==> config.mk <==
export PLATFORM = sky130hd
export DESIGN_NAME = step_pulse_gen_flat
export DESIGN_NICKNAME = d
export VERILOG_FILES = /design/src/rtl/step_pulse_gen_if.sv /design/src/rtl/step_pulse_gen.sv /design/src/flat_wrapper.sv
export SDC_FILE = /design/constraint.sdc
export NUM_CORES = 1
export LEC_CHECK = 0
export BUFFER_PORTS_ARGS = -buffer_cell sky130_fd_sc_hd__buf_2
export CAP_MARGIN = 40
export CORE_MARGIN = 3
export CORE_UTILIZATION = 44
export CTS_CLUSTER_DIAMETER = 150
export DETAILED_ROUTE_END_ITERATION = 16
export HOLD_SLACK_MARGIN = 0.15
export SLEW_MARGIN = 20
export SYNTH_ARGS = -nofsm -noshare
export SYNTH_HDL_FRONTEND = slang
export SYNTH_SLANG_ARGS = --single-unit
==> constraint.sdc <==
create_clock -name clk -period 2.1 [get_ports clk]
set_input_delay 0.105 -clock clk [delete_from_list [all_inputs] [get_ports clk]]
set_output_delay 0.105 -clock clk [all_outputs]
set_load 0.1 [all_outputs]
==> src/rtl/step_pulse_gen_if.sv <==
// Button-to-step-counter link: raw button level and enable in, clean step
// pulse plus debounced status out.
interface step_pulse_gen_if;
  logic btn_in;
  logic en;
  logic x;
  logic pressed;
  logic repeat_active;

  // Drives the button and enable; observes the step pulse and status.
  modport master (
    output btn_in,
    output en,
    input  x,
    input  pressed,
    input  repeat_active
  );

  // The pulse generator itself.
  modport slave (
    input  btn_in,
    input  en,
    output x,
    output pressed,
    output repeat_active
  );
endinterface

==> src/rtl/step_pulse_gen.sv <==
// Step pulse generator: synchronizes and debounces a raw push-button and
// emits one-cycle step pulses (press, then auto-repeat while held) for the
// downstream step counter FSM. One shared counter times debounce, repeat
// delay and repeat rate; compares are equality-only and the counter never
// passes the active terminal value.
module step_pulse_gen #(
  parameter int DEB_CYCLES   = 4,
  parameter int REPEAT_DELAY = 16,
  parameter int REPEAT_RATE  = 8,
  parameter int CNT_W        = 8
) (
  input  logic            clk,
  input  logic            rst,
  step_pulse_gen_if.slave bus
);

  typedef enum logic [2:0] {
    IDLE,
    DEB_PRESS,
    HELD,
    REPEAT,
    DEB_RELEASE
  } state_t;

  localparam logic [CNT_W-1:0] DEB_LAST   = CNT_W'(DEB_CYCLES - 1);
  localparam logic [CNT_W-1:0] DELAY_LAST = CNT_W'(REPEAT_DELAY - 1);
  localparam logic [CNT_W-1:0] RATE_LAST  = CNT_W'(REPEAT_RATE - 1);
  localparam logic [CNT_W-1:0] CNT_ONE    = CNT_W'(1);

  logic             s1;
  logic             btn_s;
  state_t           state;
  logic [CNT_W-1:0] cnt;
  logic             x_r;
  logic             pressed_r;
  logic             repeat_r;

  assign bus.x             = x_r;
  assign bus.pressed       = pressed_r;
  assign bus.repeat_active = repeat_r;

  // Two-flop synchronizer for the asynchronous button level.
  always_ff @(posedge clk or posedge rst) begin
    if (rst) begin
      s1    <= 1'b0;
      btn_s <= 1'b0;
    end else begin
      s1    <= bus.btn_in;
      btn_s <= s1;
    end
  end

  // Debounce / auto-repeat FSM with registered outputs; x defaults low so a
  // pulse lasts exactly one cycle and en only gates the pulse itself.
  always_ff @(posedge clk or posedge rst) begin
    if (rst) begin
      state     <= IDLE;
      cnt       <= '0;
      x_r       <= 1'b0;
      pressed_r <= 1'b0;
      repeat_r  <= 1'b0;
    end else begin
      x_r <= 1'b0;
      case (state)
        IDLE: begin
          if (btn_s) begin
            state <= DEB_PRESS;
            cnt   <= '0;
          end
        end
        DEB_PRESS: begin
          if (!btn_s) begin
            state <= IDLE;
          end else if (cnt == DEB_LAST) begin
            state     <= HELD;
            cnt       <= '0;
            pressed_r <= 1'b1;
            x_r       <= bus.en;
          end else begin
            cnt <= cnt + CNT_ONE;
          end
        end
        HELD: begin
          if (!btn_s) begin
            state <= DEB_RELEASE;
            cnt   <= '0;
          end else if (cnt == DELAY_LAST) begin
            state    <= REPEAT;
            cnt      <= '0;
            repeat_r <= 1'b1;
            x_r      <= bus.en;
          end else begin
            cnt <= cnt + CNT_ONE;
          end
        end
        REPEAT: begin
          if (!btn_s) begin
            state    <= DEB_RELEASE;
            cnt      <= '0;
            repeat_r <= 1'b0;
          end else if (cnt == RATE_LAST) begin
            cnt <= '0;
            x_r <= bus.en;
          end else begin
            cnt <= cnt + CNT_ONE;
          end
        end
        DEB_RELEASE: begin
          // A brief high here is a release glitch: back to HELD, timer restarts.
          if (btn_s) begin
            state <= HELD;
            cnt   <= '0;
          end else if (cnt == DEB_LAST) begin
            state     <= IDLE;
            pressed_r <= 1'b0;
          end else begin
            cnt <= cnt + CNT_ONE;
          end
        end
        default: begin
          state    <= IDLE;
          cnt      <= '0;
          repeat_r <= 1'b0;
        end
      endcase
    end
  end

endmodule
==> src/flat_wrapper.sv <==
// flat-port wrapper written by rule: the top's interface ports become plain ports
module step_pulse_gen_flat 
#(
  parameter int DEB_CYCLES   = 4,
  parameter int REPEAT_DELAY = 16,
  parameter int REPEAT_RATE  = 8,
  parameter int CNT_W        = 8
)
  (clk, rst, bus_btn_in, bus_en, bus_x, bus_pressed, bus_repeat_active);
  step_pulse_gen_if bus_i ();
  input  logic clk;
  input  logic rst;
  input wire logic [$bits(bus_i.btn_in)-1:0] bus_btn_in;
  input wire logic [$bits(bus_i.en)-1:0] bus_en;
  output wire logic [$bits(bus_i.x)-1:0] bus_x;
  output wire logic [$bits(bus_i.pressed)-1:0] bus_pressed;
  output wire logic [$bits(bus_i.repeat_active)-1:0] bus_repeat_active;
  assign bus_i.btn_in = bus_btn_in;
  assign bus_i.en = bus_en;
  assign bus_x = bus_i.x;
  assign bus_pressed = bus_i.pressed;
  assign bus_repeat_active = bus_i.repeat_active;
  step_pulse_gen #(.DEB_CYCLES(DEB_CYCLES), .REPEAT_DELAY(REPEAT_DELAY), .REPEAT_RATE(REPEAT_RATE), .CNT_W(CNT_W)) u_core (.clk(clk), .rst(rst), .bus(bus_i));
endmodule
# == After elaboration in Yosys (flattened, before gate mapping) ==
# Index checks and enable logic that the tools add are counted.
# Widths: inputs -> output; s select.
# totals
regBits,16
in_bits,4
# op_classes
bitwise_logic,1
mux,35
reduce_logical,7
add_sub_neg,1
eq_ne,19
# ops
cell,n
$mux 8,9
$pmux 8 s5,1
$mux 3,8
$pmux 3 s5,1
$mux 1,13
$ne 2x1->1 const B,6
$reduce_and 5->1,2
$add 8x1->8 const B,1
$eq 8x2->1 const B,1
$eq 8x3->1 const B,1
$eq 8x4->1 const B,1
$eq 3x2->1 const B,2
$ne 3x3->1 const B,2
$pmux 1 s3,2
$ne 2x2->1 const B,2
$reduce_and 4->1,1
$eq 3x1->1 const B,1
$eq 3x3->1 const B,1
$logic_not 3->1,1
$ne 3x1->1 const B,1
$ne 3x2->1 const B,1
$reduce_and 3->1,1
$reduce_or 3->1,1
$pmux 1 s2,1
other kinds (2),2

# == Longest topological paths before layout ==
# logic_depth
word_depth,4
ltp_mapped,7
mapped_depth_nobuf,6

# == Least setup slack after synthesis ==
# No wires, ideal clock.
# synth_path
path_type,flip-flop to flip-flop
startpoint,register u_core.cnt[0]
endpoint,register u_core.cnt[4]
period_less_slack_ns,1.885
arrival_time_ns,1.764
required_ns,1.979
path_buffers,1
stages_incl_launch_ff,8
slack_ns,0.215
path_cell_list,dfrtp_1 > ha_1 > nor3b_2 > nand3_1 > a211oi_2 > buf_2 > nor2_1 > a22o_1
# synth_between
elab_chain_cells,4
word_cells_on_any_way,15
# synth_lines
element,line,source
"start, declared",step_pulse_gen.sv:33,logic [CNT_W-1:0] cnt;
"start signal, assigned",step_pulse_gen.sv:80,cnt <= cnt + CNT_ONE;
"start signal, assigned",step_pulse_gen.sv:93,cnt <= cnt + CNT_ONE;
"start signal, assigned",step_pulse_gen.sv:105,cnt <= cnt + CNT_ONE;
$add 8x1->8 (tied with other cells),--,
$mux 8 (on tied branches) (2 in series),--,
$pmux 8 s5,step_pulse_gen.sv:64,case (state)
# Several ways; a longest one is shown, not always the timed one. The select of a mux whose other input is x is not followed.
# A chain may end at the register's enable or synchronous reset.

# == Worst setup path in the final report ==
# layout_path
startpoint,register u_core.cnt[0]
endpoint,register u_core.cnt[5]
# The elaborated chain is that of the path after synthesis.

==> summary.md <==
| Metric | Value |
|---|---|
| Clk_lat worst skew | `0.28 ns` |
| Setup_tns | `0 ns` |
| Vias per inst | `5.475` |
| Max-Cap Viols | `0` |
| PwrDens | `801.3 mW/mm²` |
| Seq cells post-synth | `16` |
| Clock Power Share | `18.8%` |
| Final HPWL DP | `1.323 mm` |
| Setup crit end kind | `register` |
| RSZ-0062 raised after global routing | `false` |
| Syn-to-layout area delta | `13.71%` |
| Worst r2r src | `u_core.cnt[0]` |
| Initial Utilization | `47.41%` |
| Number of enable flip-flop cells after synthesis | `0` |
| Cell Int Power | `0.5456 mW` |
| # DRC | `0` |
| Buffer count from post-CTS setup fixing | `0` |
| IO Count | `7` |
| Leakage | `0.4666 nW` |
| Final setup violation count | `0` |
| Total Routing Usage GR | `15.69%` |
| Hold Path Class | `register to register` |
| Die W | `52.21 µm` |
| Setup CP Type | `register to register` |
| CP max-delay cell | `or4_1` |
| Iteration-0 DRC Markers | `8` |
| Reg2Reg Depth | `7` |
| Max FO, Critical Path | `12` |
| Avg Inst Size Synth | `9.303 µm²` |
| Initial antenna violation count | `0` |
| Worst path top cell family by delay | `simple AND/OR/NAND/NOR gates` |
| Post-Syn Area | `939.7 µm²` |
| CTS H-Tree Depth | `1` |
| Full die area | `0.002726 mm²` |
| Placed Cells | `133` |
| CP Cell Sequence | `ha_1, nor3b_4, nand3_1, a211oi_2, buf_4, or4_1, o211ai_1` |
| Synth area leader | `dfrtp_1` |
| Hold slack final | `0.3548 ns` |
| Mapped Cells | `101` |
| End point of the critical path | `u_core.cnt[5]` |
| GRT Residual Overflow | `0` |
| Final setup margin | `0.1565 ns` |
| Core Area | `0.001982 mm²` |
| YS warnings | `0` |
| Total Wirelength | `1.802 mm` |
| Critical Path RT | `2.30 ns` |
| Drt wl/cell | `12.96 µm` |
| Slew of the pin with the lowest slew margin | `0.6133 ns` |
| Die Height | `52.21 µm` |
| Rows | `16` |
| Outcome | `finished, final reports clean` |
| Overall Power | `0.8562 mW` |
| Synth Flop Type | `dfrtp_1` |
| Vias in the first global route | `721` |
| Post-synth top area share | `42.61%` |
| Root Buffer | `clkbuf_4` |
| Gpl congestion | `0.7643` |
| Worst reg2reg setup slack | `0.16 ns` |
| Seq pwr share | `46.5%` |
| Most frequent cells in the layout | `16 x dfrtp_1, 13 x nand2_1, 7 x o21ai_0` |
| Crit path largest cell delay | `0.50 ns` |
| Final setup skew | `0.001983 ns` |
| Commonest non-fill, non-tap cell in the layout | `dfrtp_1` |
| CTS clk-pin slew, worst paths | `0.09 ns` |
| Switching share of total power | `36.28%` |
| CTS Buf Count | `3` |
| CTS tree | `done` |
| Critical Path Source | `u_core.cnt[0]` |
| Largest net degree at the start of global routing | `17` |
| Post-DRT Antenna Nets | `0` |
| Tmin final | `1.943 ns` |
| Fmax | `514.5 MHz` |
| Syn_nets | `106` |
| Drt first pass iters | `4` |
| Input/output buffers | `6` |
| Post-synth ARST share | `100.0%` |
| Critical path depth | `7` |
| CP arrival | `2.14 ns` |
| Sink Count | `16` |
| Final period util | `92.55%` |
| Pre-CTS setup slack | `0.1738 ns` |
| # diodes | `0` |
| Global-route wire length before repair | `3.153 mm` |
| Sum of buffers and inverters on the critical path | `1` |
| Combinational share of power | `34.7%` |
| Fin. Hold Viols | `0` |
| Share of post-route cells with drive strength above 1 | `19.64%` |
| Crit Reg-Reg Endpoint | `u_core.cnt[5]` |
| Final net count | `119` |
| Finished Layout Cells | `139` |
| Maximum VDD drop | `416.0 µV` |
| Vias | `761` |
| Switching pwr | `0.3106 mW` |
| Ranking of synthesized cells by area | `dfrtp_1 43%, nand2_1 5.2%, o21ai_0 3.7%` |
| Sequential area share after synthesis | `42.61%` |
| Max-slew headroom | `59.07%` |
| Startpoint types | `register` |
| Yosys cell types | `40` |
| Clock Path Buffers | `2` |
| FILL cells | `179` |
| Slew Viols, Final | `0` |
## worst min path at each step
stage                         start       endpoint  slack, ns  depth (start not counted)
after floorplan                 rst   u_core.btn_s       0.02                          1
after global routing      u_core.s1   u_core.btn_s       0.37                          0
after global placement          rst  u_core.cnt[1]       0.20                          2
after CTS                 u_core.s1   u_core.btn_s       0.36                          0
after detailed placement        rst  u_core.cnt[2]       0.21                          2
final                     u_core.s1   u_core.btn_s       0.35                          0
## registers in the layout, indices dropped and copies added, names as in the netlist
name,cells
u_core.cnt,8
u_core.state,3
u_core.btn_s,1
u_core.bus.pressed,1
u_core.bus.repeat_active,1
u_core.bus.x,1
u_core.s1,1
## kinds of logic (layout without fill, tap and decap cells)
group                      Yosys count  in the layout  synth area share, %
buffers and inverters                9             20                4.926
AOI/OAI and AO/OA                   30             30                22.24
adders and majority gates            1              1                1.331
DFF                                 16             16                42.61
xor gates and xnor gates             1              1               0.9323
and+or+nand+nor                     44             44                27.96
## what timing repair did
action	CTS	global route
hold buffers	3	0
hold endpoints to repair	18	0
setup endpoints to repair	0	1
resized for setup	0	1
## synthesized netlist by cell type, drive strengths merged (2+ instances only)
cell / number
a21oi: 5
nand2: 13
o211ai: 2
inv: 2
nand3: 6
o31ai: 3
nand3b: 2
nor4b: 2
clkbuf: 3
a2bb2oi: 3
o21bai: 2
nor2: 6
or2: 2
buf: 4
o21ai: 8
nor3: 3
nor3b: 2
dfrtp: 16
nand2b: 2
## through the flow
step           instance area, µm²  util, %
3_5_place_dp                 1010    50.95
3_3_place_gp                 1010    50.95
5_1_grt                      1069    53.91
2_1_floorplan               939.7        -
6_report                     1069    53.91
4_1_cts                      1062    53.60
## metal layers
metal / share of wire [%] / global-route usage [%]
met3: 2.7 / 3.419
met2: 45 / 24.48
met4: 0.55 / 5.106
met1: 52 / 21.51
met5: 0 / 0
## power groups by stage
stage / clock (mW) / combinational [mW] / sequential, mW
2_1_floorplan: 0 / 0.252 / 0.378
4_1_cts: 0.163 / 0.295 / 0.396
3_3_place_gp: 0 / 0.289 / 0.399
3_5_place_dp: 0 / 0.289 / 0.402
5_1_grt: 0.172 / 0.341 / 0.409
6_report: 0.161 / 0.297 / 0.398
## layout make-up
cell class              instances  area (µm²)  area share (%)
clock buffers                   3       22.52           2.108
inverters                       2       7.507          0.7026
multi-input cells              76       499.2           46.72
flip-flops and latches         16       400.4           37.47
well taps                      27       33.78           3.162
repair buffers                 15       105.1           9.836
## worst reg2reg max path, cell delays in order (launching register included)
cell      delay (ns)
dfrtp_1         0.41
ha_1            0.28
nor3b_4         0.19
nand3_1         0.11
a211oi_2        0.07
buf_4           0.18
or4_1           0.51
o211ai_1        0.11
(Power assumes the default switching activity.)
